[src/rtl/crc_block_framer_if.sv]
// rtl/crc_block_framer_if.sv - payload source handshake between upstream segmenter and framer
//   src_bit   : payload bit from upstream
//   src_valid : src_bit is valid
//   src_ready : framer consumes src_bit this cycle
//   master = upstream source, slave = framer
interface crc_block_framer_if;
  logic src_bit;
  logic src_valid;
  logic src_ready;

  modport master (output src_bit, output src_valid, input src_ready);
  modport slave  (input src_bit, input src_valid, output src_ready);
endinterface

[src/rtl/crc_block_framer.sv]
// rtl/crc_block_framer.sv - bit-serial code-block framer appending a CRC-24B to K-24 payload bits
//   clk, reset       : clock (rising edge), asynchronous active-high reset
//   blk_start_i      : block request, sampled only in IDLE
//   blk_size_i       : 0 = K_SMALL, 1 = K_LARGE, sampled with blk_start_i
//   src_if (slave)   : payload bit source (src_bit/src_valid in, src_ready out)
//   crc_start_o      : one-cycle block-start pulse
//   crc_data_o       : serial block bit
//   crc_end_o        : high with the K-th bit
//   blk_size_o       : latched block size, held while busy
//   busy_o           : high from crc_start through the last gap cycle
//   underrun_err_o   : sticky missing-payload flag, cleared by the next accepted block
module crc_block_framer #(
  parameter int                 K_SMALL    = 1056,
  parameter int                 K_LARGE    = 6144,
  parameter int                 CRC_W      = 24,
  parameter logic [CRC_W-1:0]   CRC_POLY   = 24'h800063,
  parameter int                 GAP_CYCLES = 2,
  parameter int                 CNT_W      = 13
) (
  input  logic                  clk,
  input  logic                  reset,
  input  logic                  blk_start_i,
  input  logic                  blk_size_i,
  crc_block_framer_if.slave     src_if,
  output logic                  crc_start_o,
  output logic                  crc_data_o,
  output logic                  crc_end_o,
  output logic                  blk_size_o,
  output logic                  busy_o,
  output logic                  underrun_err_o
);

  typedef enum logic [2:0] {S_IDLE, S_START, S_PAYLOAD, S_CRC, S_GAP} state_t;

  state_t           state_q, state_d;
  logic [CNT_W-1:0] cnt_q, cnt_d;
  logic [CNT_W-1:0] k_q, k_d;
  logic             size_q, size_d;
  logic [CRC_W-1:0] crc_q, crc_d;
  logic             start_q, start_d;
  logic             data_q, data_d;
  logic             end_q, end_d;
  logic             size_o_q, size_o_d;
  logic             busy_q, busy_d;
  logic             under_q, under_d;
  logic             ready_q, ready_d;

  logic             accept;
  logic             take;
  logic             in_bit;
  logic             fb;

  // Last PAYLOAD counter value: the payload phase lasts K-CRC_W cycles.
  logic [CNT_W-1:0] last_payload;
  assign last_payload = k_q - CNT_W'(CRC_W + 1);

  always_ff @(posedge clk or posedge reset) begin
    if (reset) state_q <= S_IDLE;
    else       state_q <= state_d;
  end

  always_comb begin
    state_d = state_q;
    case (state_q)
      S_IDLE:    if (blk_start_i) state_d = S_START;
      S_START:   state_d = S_PAYLOAD;
      S_PAYLOAD: if (cnt_q == last_payload) state_d = S_CRC;
      S_CRC:     if (cnt_q == CNT_W'(CRC_W - 1)) state_d = S_GAP;
      S_GAP:     if (cnt_q == CNT_W'(GAP_CYCLES - 1)) state_d = S_IDLE;
      default:   state_d = S_IDLE;
    endcase
    // The counter restarts at zero on every state change and idles at zero.
    cnt_d = cnt_q + CNT_W'(1);
    if (state_d != state_q || state_q == S_IDLE) cnt_d = '0;
  end

  always_comb begin
    accept = (state_q == S_IDLE) && blk_start_i;
    // src_ready is registered, so the consumption happens on the edge that ends a ready cycle.
    take   = ready_q;
    in_bit = src_if.src_valid & src_if.src_bit;
    fb     = crc_q[CRC_W-1] ^ in_bit;

    k_d    = k_q;
    size_d = size_q;
    if (accept) begin
      k_d    = blk_size_i ? CNT_W'(K_LARGE) : CNT_W'(K_SMALL);
      size_d = blk_size_i;
    end

    crc_d = crc_q;
    if (accept)
      crc_d = '0;
    else if (take)
      crc_d = {crc_q[CRC_W-2:0], 1'b0} ^ (fb ? CRC_POLY : '0);
    else if (state_d == S_CRC)
      crc_d = {crc_q[CRC_W-2:0], 1'b0};

    under_d = under_q;
    if (accept)
      under_d = 1'b0;
    else if (take && !src_if.src_valid)
      under_d = 1'b1;

    data_d = 1'b0;
    if (state_d == S_PAYLOAD)
      data_d = take & in_bit;
    else if (state_d == S_CRC)
      data_d = crc_q[CRC_W-1];

    start_d  = (state_d == S_START);
    end_d    = (state_d == S_CRC) && (cnt_d == CNT_W'(CRC_W - 1));
    busy_d   = (state_d != S_IDLE);
    size_o_d = (state_d != S_IDLE) & size_d;
    // Ready spans START plus all PAYLOAD cycles except the last one.
    ready_d  = (state_d == S_START) ||
               ((state_d == S_PAYLOAD) && (cnt_d != last_payload));
  end

  always_ff @(posedge clk or posedge reset) begin
    if (reset) begin
      cnt_q    <= '0;
      k_q      <= '0;
      size_q   <= 1'b0;
      crc_q    <= '0;
      start_q  <= 1'b0;
      data_q   <= 1'b0;
      end_q    <= 1'b0;
      size_o_q <= 1'b0;
      busy_q   <= 1'b0;
      under_q  <= 1'b0;
      ready_q  <= 1'b0;
    end else begin
      cnt_q    <= cnt_d;
      k_q      <= k_d;
      size_q   <= size_d;
      crc_q    <= crc_d;
      start_q  <= start_d;
      data_q   <= data_d;
      end_q    <= end_d;
      size_o_q <= size_o_d;
      busy_q   <= busy_d;
      under_q  <= under_d;
      ready_q  <= ready_d;
    end
  end

  assign src_if.src_ready = ready_q;
  assign crc_start_o      = start_q;
  assign crc_data_o       = data_q;
  assign crc_end_o        = end_q;
  assign blk_size_o       = size_o_q;
  assign busy_o           = busy_q;
  assign underrun_err_o   = under_q;

endmodule
[src/flat_wrapper.sv]
// flat-port wrapper written by rule: the top's interface ports become plain ports
module crc_block_framer_flat 
#(
  parameter int                 K_SMALL    = 1056,
  parameter int                 K_LARGE    = 6144,
  parameter int                 CRC_W      = 24,
  parameter logic [CRC_W-1:0]   CRC_POLY   = 24'h800063,
  parameter int                 GAP_CYCLES = 2,
  parameter int                 CNT_W      = 13
)
  (clk, reset, blk_start_i, blk_size_i, crc_start_o, crc_data_o, crc_end_o, blk_size_o, busy_o, underrun_err_o, src_if_src_bit, src_if_src_valid, src_if_src_ready);
  crc_block_framer_if src_if_i ();
  input  logic clk;
  input  logic reset;
  input  logic blk_start_i;
  input  logic blk_size_i;
  output logic crc_start_o;
  output logic crc_data_o;
  output logic crc_end_o;
  output logic blk_size_o;
  output logic busy_o;
  output logic underrun_err_o;
  input wire logic [$bits(src_if_i.src_bit)-1:0] src_if_src_bit;
  input wire logic [$bits(src_if_i.src_valid)-1:0] src_if_src_valid;
  output wire logic [$bits(src_if_i.src_ready)-1:0] src_if_src_ready;
  assign src_if_i.src_bit = src_if_src_bit;
  assign src_if_i.src_valid = src_if_src_valid;
  assign src_if_src_ready = src_if_i.src_ready;
  crc_block_framer #(.K_SMALL(K_SMALL), .K_LARGE(K_LARGE), .CRC_W(CRC_W), .CRC_POLY(CRC_POLY), .GAP_CYCLES(GAP_CYCLES), .CNT_W(CNT_W)) u_core (.clk(clk), .reset(reset), .blk_start_i(blk_start_i), .blk_size_i(blk_size_i), .src_if(src_if_i), .crc_start_o(crc_start_o), .crc_data_o(crc_data_o), .crc_end_o(crc_end_o), .blk_size_o(blk_size_o), .busy_o(busy_o), .underrun_err_o(underrun_err_o));
endmodule
[config.mk]
export PLATFORM = sky130hd
export DESIGN_NAME = crc_block_framer_flat
export DESIGN_NICKNAME = d
export VERILOG_FILES = /design/src/rtl/crc_block_framer_if.sv /design/src/rtl/crc_block_framer.sv /design/src/flat_wrapper.sv
export SDC_FILE = /design/constraint.sdc
export NUM_CORES = 1
export LEC_CHECK = 0
export BUFFER_PORTS_ARGS = -buffer_cell sky130_fd_sc_hd__buf_2
export CAP_MARGIN = 20
export CELL_PAD_IN_SITES_DETAIL_PLACEMENT = 1
export CELL_PAD_IN_SITES_GLOBAL_PLACEMENT = 2
export CORE_MARGIN = 2
export CORE_UTILIZATION = 40
export DETAILED_ROUTE_END_ITERATION = 8
export PLACE_DENSITY_LB_ADDON = 0.1
export SLEW_MARGIN = 20
export SYNTH_ARGS = -nofsm -noshare
export SYNTH_HDL_FRONTEND = slang
export SYNTH_SLANG_ARGS = --single-unit
[constraint.sdc]
create_clock -name clk -period 2.9 [get_ports clk]
set_clock_uncertainty 0.15 [all_clocks]
set_input_delay 0.58 -clock clk [delete_from_list [all_inputs] [get_ports clk]]
set_output_delay 0.58 -clock clk [all_outputs]
set_load 0.02 [all_outputs]
# Word level (Yosys, flattened, before mapping)
# Index checks and enable logic that the tools add are counted.
[totals] register_bits=61 input_bits=6 out_inout_bits=7
[op_classes] n_addsub=2 n_eq_ne=13 n_mux=16 bitwise=5 reduce_logical=11
[ops] cell="$mux W24" count=4
[ops] cell="$eq A13 B5 Y1 const B" count=2
[ops] cell="$mux W13" count=2
[ops] cell="$xor A24 B24 Y24" count=1
[ops] cell="$pmux W3 S5" count=1
[ops] cell="$add A13 B1 Y13 const B" count=1
[ops] cell="$eq A13 B1 Y1 const B" count=1
[ops] cell="$eq A13 B13 Y1" count=1
[ops] cell="$ne A13 B13 Y1" count=1
[ops] cell="$sub A13 B5 Y13 const B" count=1
[ops] cell="$eq A3 B2 Y1 const B" count=4
[ops] cell="$mux W3" count=4
[ops] cell="$eq A3 B1 Y1 const B" count=2
[ops] cell="$reduce_bool A3 Y1" count=2
[ops] cell="$mux W1" count=5
[ops] cell="$logic_and A1 B1 Y1" count=4
[ops] cell="$and A1 B1 Y1" count=3
[ops] cell="$eq A3 B3 Y1 const B" count=1
[ops] cell="$logic_not A3 Y1" count=1
[ops] cell="$ne A3 B3 Y1" count=1
[ops] cell="$logic_or A1 B1 Y1" count=2
[ops] cell="$reduce_bool A2 Y1" count=1
[ops] cell="$logic_not A1 Y1" count=1
[ops] cell="$xor A1 B1 Y1" count=1

# Depth between registers and ports, before layout
# Gate-level depths: netlist of run 1.
[logic_depth] depth_word=10 mapped_depth=9 depth_no_buf=8

# Least setup slack after synthesis of run 1
# Ideal clock, no wire load.
[synth_timing] path_type="register to register" from="reg u_core.cnt_q[4]" to="reg u_core.crc_q[12]" t_arrival_ns=2.222 required_ns=2.618 path_slack_ns=0.396 path_stages_with_launch=9 period_less_slack_ns=2.504 path_cell_list="dfrtp_1 > buf_6 > or4b_1 > or4_4 > o221ai_4 > a21oi_4 > buf_6 > mux2i_1 > nor2_1"
[synth_between] elab_chain_len=5 elab_cells_between_ends=9
[synth_rtl] item="start: declaration" line_no="crc_block_framer.sv:36" source="logic [CNT_W-1:0] cnt_q, cnt_d;"
[synth_rtl] item="start signal: assignment" line_no="crc_block_framer.sv:134" source="cnt_q <= cnt_d;"
[synth_rtl] item="$eq A13 B1 Y1 (tied with other cells)" line_no="crc_block_framer.sv:69" source="S_GAP: if (cnt_q == CNT_W'(GAP_CYCLES - 1)) state_d = S_IDLE;"
[synth_rtl] item="$mux W3 (on tied branches)" line_no="crc_block_framer.sv:69, crc_block_framer.sv:67, crc_block_framer.sv:68"
[synth_rtl] item="$pmux W3 S5 (*)" line_no="crc_block_framer.sv:64" source="case (state_q)"
[synth_rtl] item="net u_core.state_d[0]" line_no="crc_block_framer.sv:35" source="state_t state_q, state_d;"
[synth_rtl] item="$eq A3 B2 Y1 (*)" line_no="crc_block_framer.sv:96" source="else if (state_d == S_CRC)"
[synth_rtl] item="$reduce_bool A3 Y1 (no source line) (*)"
[synth_rtl] item="end signal: assignment" line_no="crc_block_framer.sv:137" source="crc_q <= crc_d;"
[synth_rtl] item="end: declaration" line_no="crc_block_framer.sv:39" source="logic [CRC_W-1:0] crc_q, crc_d;"
# The timed path passes the listed nets; every way through them passes the cells marked *.
# A chain may end at the register's enable or synchronous reset.

# Worst setup path after layout of run 1
[layout_timing] from="reg u_core.cnt_q[0]" to="reg u_core.ready_q (netlist: u_core.src_if.src_ready)"
[layout_between] elab_chain_len=9 elab_cells_between_ends=16
[layout_rtl] item="$eq A13 B1 Y1 (tied with other cells)" line_no="crc_block_framer.sv:69"
[layout_rtl] item="$mux W3 (on tied branches)" line_no="crc_block_framer.sv:69, crc_block_framer.sv:67, crc_block_framer.sv:68"
[layout_rtl] item="$pmux W3 S5" line_no="crc_block_framer.sv:64"
[layout_rtl] item="$ne A3 B3 Y1" line_no="crc_block_framer.sv:74" source="if (state_d != state_q || state_q == S_IDLE) cnt_d = '0;"
[layout_rtl] item="$logic_or A1 B1 Y1" line_no="crc_block_framer.sv:74"
[layout_rtl] item="$mux W13" line_no="crc_block_framer.sv:74"
[layout_rtl] item="$ne A13 B13 Y1" line_no="crc_block_framer.sv:117" source="((state_d == S_PAYLOAD) && (cnt_d != last_payload));"
[layout_rtl] item="$logic_and A1 B1 Y1" line_no="crc_block_framer.sv:117"
[layout_rtl] item="$logic_or A1 B1 Y1 (*)" line_no="crc_block_framer.sv:116" source="ready_d = (state_d == S_START) ||"
[layout_rtl] item="net u_core.ready_d" line_no="crc_block_framer.sv:46" source="logic ready_q, ready_d;"
[layout_rtl] item="end signal: assignment" line_no="crc_block_framer.sv:144" source="ready_q <= ready_d;"
[layout_rtl] item="end: declaration" line_no="crc_block_framer.sv:46"
# Marked as above.

==> metrics.md, run 1 <==
| Metric | Value |
|---|---|
| Share of cells above drive strength 1 | `15.8%` |
| Dpl ws | `0.182 ns` |
| Port bufs | `12` |
| Leakage | `0.00121 uW` |
| Initial DRT Pass Iterations | `4` |
| Most common library cells after synthesis | `dfrtp_1 (50), nor2_1 (39), mux2i_1 (19), nand2_1 (16), xnor2_1 (13)` |
| Chip Height | `84.4 um` |
| Final Max Tran Viols | `0` |
| Clock Sinks | `50` |
| Global-route congestion overflow total | `0` |
| Placed Instance Area | `0.00278 mm^2` |
| Post-Synthesis Cells | `253` |
| Worst Path Arrival | `2.81 ns` |
| Routed len/inst | `17.0 um` |
| P per Cell Area | `613 mW/mm^2` |
| Yosys cell types | `48` |
| Top Ports | `13` |
| Hold Fails Final Rpt | `0` |
| Post-synthesis net count | `262` |
| Relative slew slack | `60.9%` |
| Post-Syn Area per Cell | `10.2 um^2` |
| Multi-input gate area | `0.00122 mm^2` |
| Primary FF master, synth | `dfrtp_1` |
| Final period utilization | `94.1%` |
| Synth area leaders | `dfrtp_1 (48%), mux2i_1 (7.4%), nor2_1 (5.7%), xnor2_1 (4.4%), xor2_1 (2.4%)` |
| Vias | `1855` |
| PostCTS Resize Cnt | `0` |
| CTS Buf Count | `5` |
| DP HPWL | `4.27 mm` |
| # setup viols final | `0` |
| Setup slack after layout | `0.170 ns` |
| CTS tree | `built` |
| Max-cap viol count | `0` |
| 1st-iter DRT viols | `60` |
| RSZ-0062 raised after global routing | `no` |
| Postcts setup bufs | `0` |
| GR Util All Layers | `18.0%` |
| CP required | `2.97 ns` |
| Ant diodes | `0` |
| Fill cell count | `713` |
| Hold Crit Class | `in2async` |
| Async S/R FF share, synth | `100%` |
| Fin nets | `280` |
| Row count | `29` |
| Biggest area consumer among synthesized cells | `dfrtp_1` |
| Pin count of the biggest net entering global routing | `27` |
| Vias/cell | `5.32` |
| Worst setup path class | `reg2reg` |
| Global placement routability congestion | `0.763` |
| Drc violations | `0` |
| Register Area | `0.00125 mm^2` |
| Maximum achievable frequency | `366 MHz` |
| Vias in the first global route | `1929` |
| Worst Max-Slew Pin Slew | `0.586 ns` |
| First-pass GRT wire length | `10.2 mm` |
| Clk Latency, worst-skew pair | `0.31 ns` |
| Die ar. | `0.00712 mm^2` |
| Core area | `0.00631 mm^2` |
| CP Max Fanout | `8` |
| Top cell type's share of synthesized area | `48.4%` |
| Register area share after synthesis | `48.4%` |
| #FFs+latches synth | `50` |
| Setup tns final | `0 ns` |
| CTS Root Cell | `clkbuf_8` |
| Crit. End Element | `flip-flop` |
| EDFF count, synth | `0` |
| Max VDD drop | `0.463 mV` |
| Antenna violations before repair | `0` |
| Tmin final | `2.73 ns` |
| Total wire length | `5.92 mm` |
| Final cell count without fillers | `349` |
| Die Span X | `84.4 um` |
| Worst-path clk slew | `0.10 ns` |
| Placed cell count | `341` |
| Syn-to-layout area delta | `12.1%` |
| Initial core utilization | `40.9%` |
| # hold bufs at CTS | `0` |
| CP startpoint kind | `flip-flop` |
| Status | `completed` |
| Mapped Area | `0.00258 mm^2` |
| ANT nets after route | `0` |
| Ys Warns | `0` |
| Most frequent cell after synthesis | `dfrtp_1` |
| Clock H-tree levels | `2` |
| Clk buf depth | `2` |
| Final Cell Area | `0.00290 mm^2` |
final cells by class:
type	count	share of cell area, %
clock inverters	3	1.51
inverters	8	1.04
clock buffers	5	2.38
flip-flops and latches	50	43.2
well taps	77	3.33
multi-input cells	181	42.2
repair buffers	25	6.31
where the power goes:
group	internal [uW]	leakage [uW]	switching, uW
clock	259	0.0000585	249
combinational	157	0.000553	136
sequential	871	0.000601	102
total	1290	0.00121	487
worst paths after layout:
kind,start,endpoint,slack [ns],cells after the start
min,reset,u_core.crc_q[22],0.17,2
max reg2reg,u_core.cnt_q[0],u_core.src_if.src_ready,0.17,7
min reg2reg,u_core.size_q,u_core.size_q,0.33,2
max,u_core.cnt_q[0],u_core.src_if.src_ready,0.17,7
min in group clk,u_core.size_q,u_core.size_q,0.33,2
max in group asynchronous,reset,u_core.cnt_q[12],1.89,3
flip-flops by register name, indices dropped and copies added (netlist names), 2 cells and up:
register	cells
u_core.state_q	3
u_core.crc_q	24
u_core.cnt_q	13
u_core.k_q	2
through the flow:
step	hold slack, ns	utilization, %	total power, uW
6_report	0.174	45.9	1770
5_1_grt	0.225	45.9	1890
4_1_cts	0.186	45.9	1790
3_5_place_dp	0.311	44.1	1280
3_3_place_gp	0.305	44.1	1270
2_1_floorplan	0.284	-	1210
per-layer routing:
layer	vias up	global-route usage [%]	wire length, um
met2	18	27.7	2590
met3	5	2.95	126
met4	0	5.63	70
met1	906	26.2	3140
met5	-	0	0
li1	926	-	-
cell usage in the layout (no fill, tap or decap), types with 2 or more instances in the layout:
master	Yosys	final
nand4b_1	2	2
nand2_1	16	16
nand3_1	10	10
dfrtp_1	50	50
xnor2_1	13	13
and2_1	5	5
a21boi_0	3	3
a31oi_1	2	2
mux2i_1	19	19
and4_1	3	3
a211o_1	2	2
buf_4	0	11
buf_12	0	2
inv_1	8	7
nor2_1	39	39
or3_1	2	2
or4_1	3	3
ha_1	3	3
nand4_1	7	7
nor2b_1	2	2
buf_2	4	12
a22o_1	4	4
nor3_1	5	5
o31ai_1	3	3
o21ai_0	3	3
nor4_1	2	2
o21a_1	2	2
a32oi_1	3	3
a21oi_1	4	4
xor2_1	7	7
clkbuf_8	0	5
cells by family after synthesis:
logic type | synth area share, %
compound gates | 9.98
xor+xnor | 6.78
fa+ha+maj | 1.45
buf+inv | 4.26
flops | 48.4
mux | 7.36
simple gates | 21.7
worst max-delay path: stages, from the launching register on:
cell	delay, ns
dfrtp_1	0.48
ha_1	0.17
or4b_2	0.58
or3_1	0.35
a32oi_1	0.24
nand2b_2	0.27
and4b_1	0.22
a32oi_1	0.19
Note: power is estimated with default switching activity, not from simulation.
==> inputs of run 2 (changes only) <==
--- a/config.mk
+++ b/config.mk
@@ -9,10 +9,11 @@
 export CAP_MARGIN = 20
 export CELL_PAD_IN_SITES_DETAIL_PLACEMENT = 1
 export CELL_PAD_IN_SITES_GLOBAL_PLACEMENT = 2
+export CORE_ASPECT_RATIO = 2
 export CORE_MARGIN = 2
 export CORE_UTILIZATION = 40
 export DETAILED_ROUTE_END_ITERATION = 8
-export PLACE_DENSITY_LB_ADDON = 0.1
+export PLACE_DENSITY = 0.82
 export SLEW_MARGIN = 20
 export SYNTH_ARGS = -nofsm -noshare
 export SYNTH_HDL_FRONTEND = slang
==> run 2 against run 1 <==
Critical path depth unchanged; first-iteration DRC count is 25% lower; wire length increased by 4.9%; non-clock buffer count down 1; largest cell class unchanged.
==> metrics.md, run 2 (same netlist as run 1, synthesis figures left out) <==
| Metric | Value |
|---|---|
| Crit-path slowest cell | `or4b_2` |
| Die Span X | `60.8 um (-28%)` |
| Vias/cell | `5.42 (+2.0%)` |
| Clk buf depth | `2 (unchanged)` |
| Final Max Tran Viols | `0 (unchanged)` |
| Global placement routability congestion | `0.839 (+10%)` |
| Hold Fails Final Rpt | `0 (unchanged)` |
| P per Cell Area | `662 mW/mm^2 (+8.0%)` |
| Top Ports | `13 (unchanged)` |
| Ant diodes | `0 (unchanged)` |
| Worst path top cell family by delay | `simple AND/OR/NAND/NOR gates` |
| Global-route congestion overflow total | `0 (unchanged)` |
| Crit. End Element | `flip-flop` |
| RSZ-0062 raised after global routing | `no` |
| Initial DRT Pass Iterations | `4 (unchanged)` |
| Share of cells above drive strength 1 | `15.1% (-0.68 points)` |
| Fin nets | `279 (-0.36%)` |
| Hold Crit Class | `in2async` |
| Max VDD drop | `0.462 mV (-0.21%)` |
| Clk Latency, worst-skew pair | `0.29 ns (-0.02 ns)` |
| 1st-iter DRT viols | `45 (-25%)` |
| Syn-to-layout area delta | `13.8%` |
| PostCTS Resize Cnt | `0 (unchanged)` |
| Postcts setup bufs | `0 (unchanged)` |
| CTS Buf Count | `5 (unchanged)` |
| Commonest non-fill, non-tap cell in the layout | `dfrtp_1` |
| Initial core utilization | `41.3% (+0.36 points)` |
| CTS Root Cell | `clkbuf_16` |
| Final period utilization | `94.5% (+0.35 points)` |
| Worst Max-Slew Pin Slew | `0.640 ns (+0.0535 ns)` |
| Most frequent cells in the layout | `dfrtp_1 (50), nor2_1 (39), mux2i_1 (19), nand2_1 (16), xnor2_1 (13)` |
| Leakage | `0.00122 uW (+0.70%)` |
| Antenna violations before repair | `0 (unchanged)` |
| Clock Sinks | `50 (unchanged)` |
| Clock H-tree levels | `2 (unchanged)` |
| Worst-path clk slew | `0.06 ns (-0.04 ns)` |
| Vias | `1935 (+4.3%)` |
| Chip Height | `118 um (+39%)` |
| Largest reg by FF count | `u_core.crc_q` |
| Worst Path Arrival | `2.80 ns (about the same)` |
| R2R cell count | `7 (unchanged)` |
| DP HPWL | `4.62 mm (+8.3%)` |
| CP startpoint kind | `flip-flop` |
| WP depth | `7 (unchanged)` |
| Relative slew slack | `57.4% (-3.5 points)` |
| Port bufs | `12 (unchanged)` |
| Vias in the first global route | `2101 (+8.9%)` |
| GR Util All Layers | `20.0% (+1.9 points)` |
| ANT nets after route | `0 (unchanged)` |
| CTS tree | `built` |
| Crit-path cells | `ha_1 > or4b_2 > or3_1 > a32oi_1 > nand2b_2 > and4b_1 > a32oi_1` |
| Total wire length | `6.21 mm (+4.9%)` |
| Maximum achievable frequency | `365 MHz (-0.37%)` |
| Worst setup path class | `reg2reg` |
| CP required | `2.96 ns (about the same)` |
| Routed len/inst | `17.4 um (+2.6%)` |
| Die ar. | `0.00716 mm^2 (+0.55%)` |
| # hold bufs at CTS | `0 (unchanged)` |
| Drc violations | `0 (unchanged)` |
| Largest register FFs | `24 (unchanged)` |
| Max-cap viol count | `0 (unchanged)` |
| First-pass GRT wire length | `10.6 mm (+3.8%)` |
| Core area | `0.00626 mm^2 (-0.87%)` |
| Util after Layout | `47.0% (+1.1 points)` |
| WP buf/inv | `0 (unchanged)` |
| Setup tns final | `0 ns (unchanged)` |
| Most numerous cell on the critical path | `a32oi_1` |
| CP Max Fanout | `7 (-1)` |
| Row count | `41 (+41%)` |
| Max stage delay on crit path | `0.59 ns (about the same)` |
| Top flop regs | `u_core.crc_q x24, u_core.cnt_q x13, u_core.state_q x3` |
| Pin count of the biggest net entering global routing | `51 (+89%)` |
| Status | `completed` |
| Tmin final | `2.74 ns (+0.0101 ns)` |
| Fill cell count | `740 (+3.8%)` |
| # setup viols final | `0 (unchanged)` |
[run 2: cell types whose count changed in the layout (fill, tap and decap cells not counted), sizes merged]
cell      before  now
buf           25   24
clkbuf         5    6
clkinv         1    0
clkinvlp       0    1
inv            9    8
[run 2: final cells by class]
cell class              count  area [um^2]  share of cell area [%]
repair buffers             24          163                    5.53
clock buffers               6          129                    4.38
well taps                  86          108                    3.66
multi-input cells         181         1220                    41.6
clock inverters             2         37.5                    1.28
inverters                   8         30.0                    1.02
flip-flops and latches     50         1250                    42.6
[run 2: final timing paths]
path / startpoint / slack, ns / end
setup / recovery: u_core.cnt_q[0] / 0.16 / u_core.src_if.src_ready
hold / removal: reset / 0.29 / u_core.state_q[0]
setup reg to reg: u_core.cnt_q[0] / 0.16 / u_core.src_if.src_ready
hold reg to reg: u_core.size_q / 0.32 / u_core.size_q
max in group asynchronous: reset / 1.87 / u_core.cnt_q[7]
min in group clk: u_core.size_q / 0.32 / u_core.size_q
[run 2: power breakdown]
part	internal [uW]	switching [uW]
Combinational	155	138
Clock	407	257
Sequential	874	114
Total	1440	509
[run 2: per-stage QoR]
| step | power (uW) | cell area (um^2) | instances | hold WS (ns) | setup WS, ns |
|---|---|---|---|---|---|
| after global placement | 1280 | 2770 | 349 | 0.309 | 0.180 |
| after global routing | 2060 | 2940 | 357 | 0.356 | 0.0362 |
| after CTS | 1970 | 2940 | 357 | 0.322 | 0.183 |
| after detailed placement | 1300 | 2770 | 349 | 0.315 | 0.206 |
| final | 1950 | 2940 | 357 | 0.292 | 0.160 |
| after floorplan | 1210 | 2580 | 253 | 0.284 | 0.396 |
[run 2: metal layers]
metal  track usage, %  up-vias  wire, um
met5                0        -         0
met4             9.51        0       193
met3             3.85       13       146
met2             34.1       21      3590
met1             22.6      982      2280
li1                 -      919         -
[run 2: worst reg2reg max path, cell delays in order, from the launching register on]
cell	delay (ns)
dfrtp_1	0.46
ha_1	0.18
or4b_2	0.59
or3_1	0.34
a32oi_1	0.31
nand2b_2	0.21
and4b_1	0.23
a32oi_1	0.19
==> inputs of run 3 (changes only) <==
--- a/config.mk
+++ b/config.mk
@@ -11,10 +11,11 @@
 export CELL_PAD_IN_SITES_GLOBAL_PLACEMENT = 2
 export CORE_ASPECT_RATIO = 2
 export CORE_MARGIN = 2
-export CORE_UTILIZATION = 40
+export CORE_UTILIZATION = 36
 export DETAILED_ROUTE_END_ITERATION = 8
-export PLACE_DENSITY = 0.82
+export PLACE_DENSITY = 0.78
 export SLEW_MARGIN = 20
 export SYNTH_ARGS = -nofsm -noshare
 export SYNTH_HDL_FRONTEND = slang
 export SYNTH_SLANG_ARGS = --single-unit
+export TNS_END_PERCENT = 100
==> constraint.sdc (replaced) <==
create_clock -name clk -period 2.35 [get_ports clk]
set_clock_uncertainty 0.15 [all_clocks]
set_input_delay 0.47 -clock clk [delete_from_list [all_inputs] [get_ports clk]]
set_output_delay 0.47 -clock clk [all_outputs]
set_load 0.02 [all_outputs]
==> run 3 against run 2 <==
The flow now finishes with violations (negative setup slack); combinational power up 28%; setup slack worse by 0.30 ns; final area up 12%; cell count up 9.2%; non-clock buffer count up 29; core utilization up 0.38 points; via count up 7.3%; clock-buffer cell count down 1; die area up 11%; largest cell class is now multi-input combinational cells.
==> metrics.md, run 3 (same netlist as run 1, synthesis figures left out) <==
| Metric | Value |
|---|---|
| Port bufs | `12 (unchanged)` |
| Row count | `43 (+4.9%)` |
| # setup viols final | `34 (+34)` |
| Routed len/inst | `17.9 um (+2.6%)` |
| Top Ports | `13 (unchanged)` |
| Crit-path cells | `or4b_1 > or4_4 > o221ai_4 > a21oi_4 > buf_12 > mux2i_1 > nor2_1` |
| Leakage | `0.00140 uW (+15%)` |
| 1st-iter DRT viols | `77 (+71%)` |
| First-pass GRT wire length | `11.4 mm (+8.1%)` |
| Vias | `2077 (+7.3%)` |
| Largest register FFs | `24 (unchanged)` |
| Top flop regs | `u_core.crc_q x24, u_core.cnt_q x13, u_core.state_q x3` |
| Tmin final | `2.49 ns (-0.247 ns)` |
| Failing checks | `negative setup slack` |
| Crit-path slowest cell | `or4_4` |
| Drc violations | `0 (unchanged)` |
| Worst Max-Slew Pin Slew | `0.425 ns (-0.214 ns)` |
| Global placement routability congestion | `0.820 (-2.2%)` |
| Setup tns final | `-3.35 ns (-3.35 ns)` |
| Setup slack after layout | `-0.144 ns (-0.303 ns)` |
| CTS Buf Count | `5 (unchanged)` |
| Vias/cell | `5.33 (-1.7%)` |
| Maximum achievable frequency | `401 MHz (+9.9%)` |
| Max VDD drop | `0.495 mV (+7.0%)` |
| Crit. End Element | `flip-flop` |
| GR Util All Layers | `19.2% (-0.75 points)` |
| Chip Height | `124 um (+5.2%)` |
| ANT nets after route | `0 (unchanged)` |
| CTS tree | `built` |
| Worst Path Arrival | `2.52 ns (-0.28 ns)` |
| Final Max Tran Viols | `0 (unchanged)` |
| CP startpoint kind | `flip-flop` |
| RSZ-0062 raised after global routing | `yes` |
| Hold Crit Class | `in2async` |
| Ant diodes | `0 (unchanged)` |
| Die Span X | `63.9 um (+5.1%)` |
| CP Max Fanout | `11 (+4)` |
| Final period utilization | `106% (+12 points)` |
| Share of cells above drive strength 1 | `27.7% (+13 points)` |
| Core area | `0.00694 mm^2 (+11%)` |
| Clk Latency, worst-skew pair | `0.30 ns (about the same)` |
| CP required | `2.38 ns (-0.58 ns)` |
| Global-route congestion overflow total | `0 (unchanged)` |
| CTS Root Cell | `clkbuf_16` |
| Relative slew slack | `71.5% (+14 points)` |
| Pin count of the biggest net entering global routing | `51 (unchanged)` |
| Hold Fails Final Rpt | `0 (unchanged)` |
| Largest reg by FF count | `u_core.crc_q` |
| Total wire length | `6.96 mm (+12%)` |
| Most frequent cells in the layout | `dfrtp_1 (50), nor2_1 (38), buf_4 (34), mux2i_1 (18), nand2_1 (14)` |
| Clock H-tree levels | `2 (unchanged)` |
| Register Area | `0.00125 mm^2 (unchanged)` |
| Fill cell count | `780 (+5.4%)` |
| Clock Sinks | `50 (unchanged)` |
| Fin nets | `308 (+10%)` |
| Worst setup path class | `reg2reg` |
| Max stage delay on crit path | `0.56 ns (-0.03 ns)` |
| # hold bufs at CTS | `0 (unchanged)` |
| Vias in the first global route | `2281 (+8.6%)` |
| Multi-input gate area | `0.00129 mm^2 (+5.9%)` |
| P per Cell Area | `743 mW/mm^2 (+12%)` |
| Max-cap viol count | `0 (unchanged)` |
| Antenna violations before repair | `0 (unchanged)` |
| Worst-path clk slew | `0.07 ns (about the same)` |
| Initial core utilization | `37.2% (-4.1 points)` |
| Clk buf depth | `2 (unchanged)` |
| Commonest non-fill, non-tap cell in the layout | `dfrtp_1` |
| Initial DRT Pass Iterations | `4 (unchanged)` |
| Hold_ws | `0.0588 ns (-0.233 ns)` |
| Die ar. | `0.00791 mm^2 (+11%)` |
| Status | `complete, but fails checks` |
| DP HPWL | `4.95 mm (+7.1%)` |
| Syn-to-layout area delta | `27.2%` |
==> run 3: cell types whose count changed in the layout (fill, tap and decap cells not counted), sizes merged <==
cell / delta
clkinvlp: -1
buf: +28
inv: +2
==> run 3: path summary, 6_finish.rpt <==
| check | from | end | slack, ns | depth (start not counted) |
|---|---|---|---|---|
| max | u_core.cnt_q[4] | u_core.crc_q[20] | -0.14 | 7 |
| min | reset | u_core.underrun_err_o | 0.06 | 3 |
| max reg2reg | u_core.cnt_q[4] | u_core.crc_q[20] | -0.14 | 7 |
| min reg2reg | u_core.size_q | u_core.size_q | 0.34 | 2 |
| max in group asynchronous | reset | u_core.blk_size_o | 1.75 | 3 |
| min in group clk | blk_size_i | u_core.k_q[11] | 0.30 | 3 |
==> run 3: timing repair <==
action / 4_1_cts / 5_1_grt
gates cloned: 0 / 1
resized for setup: 5 / 15
endpoints found under the setup margin: 39 / 40
buffers inserted: 1 / 4
pin swaps: 1 / 7
==> run 3: power by group <==
group | switching, uW | internal, uW
Combinational | 175 | 201
Sequential | 134 | 1080
Clock | 344 | 511
Total | 654 | 1790
==> run 3: layout make-up <==
class	instances	area share, %
Clock buffer	5	3.81
Tap cell	90	3.43
Multi-Input combinational cell	181	39.4
Clock inverter	3	1.45
Sequential cell	50	38.1
Inverter	8	0.914
Timing Repair Buffer	53	12.9
==> run 3: through the flow <==
step | worst slack, ns | power, uW | instance area (um^2) | utilization, % | instances
floorplan | -0.154 | 1490 | 2590 | - | 253
global placement | -0.116 | 1560 | 2980 | 42.9 | 377
detailed placement | -0.180 | 1590 | 2980 | 42.9 | 377
CTS | -0.152 | 2460 | 3180 | 45.8 | 386
global route | -0.252 | 2590 | 3290 | 47.4 | 390
finish | -0.144 | 2440 | 3290 | 47.4 | 390
==> run 3: critical path, delay by kind of cell, from the launching register on <==
family	cells	cell delay (ns)
DFF	1	0.39
AOI/OAI and AO/OA	2	0.35
buffers and inverters	1	0.17
muxes	1	0.17
and+or+nand+nor	3	1.14
==> run 3: per-layer routing <==
| metal | vias to the layer above | part of all wire (%) | wire length (um) | global-route usage [%] |
|---|---|---|---|---|
| met5 | - | 0 | 0 | 0 |
| met4 | 0 | 5.3 | 369 | 12.8 |
| met3 | 23 | 1.9 | 131 | 3.07 |
| met2 | 27 | 56 | 3900 | 35.9 |
| met1 | 1050 | 37 | 2560 | 19.1 |
| li1 | 977 | - | - | - |
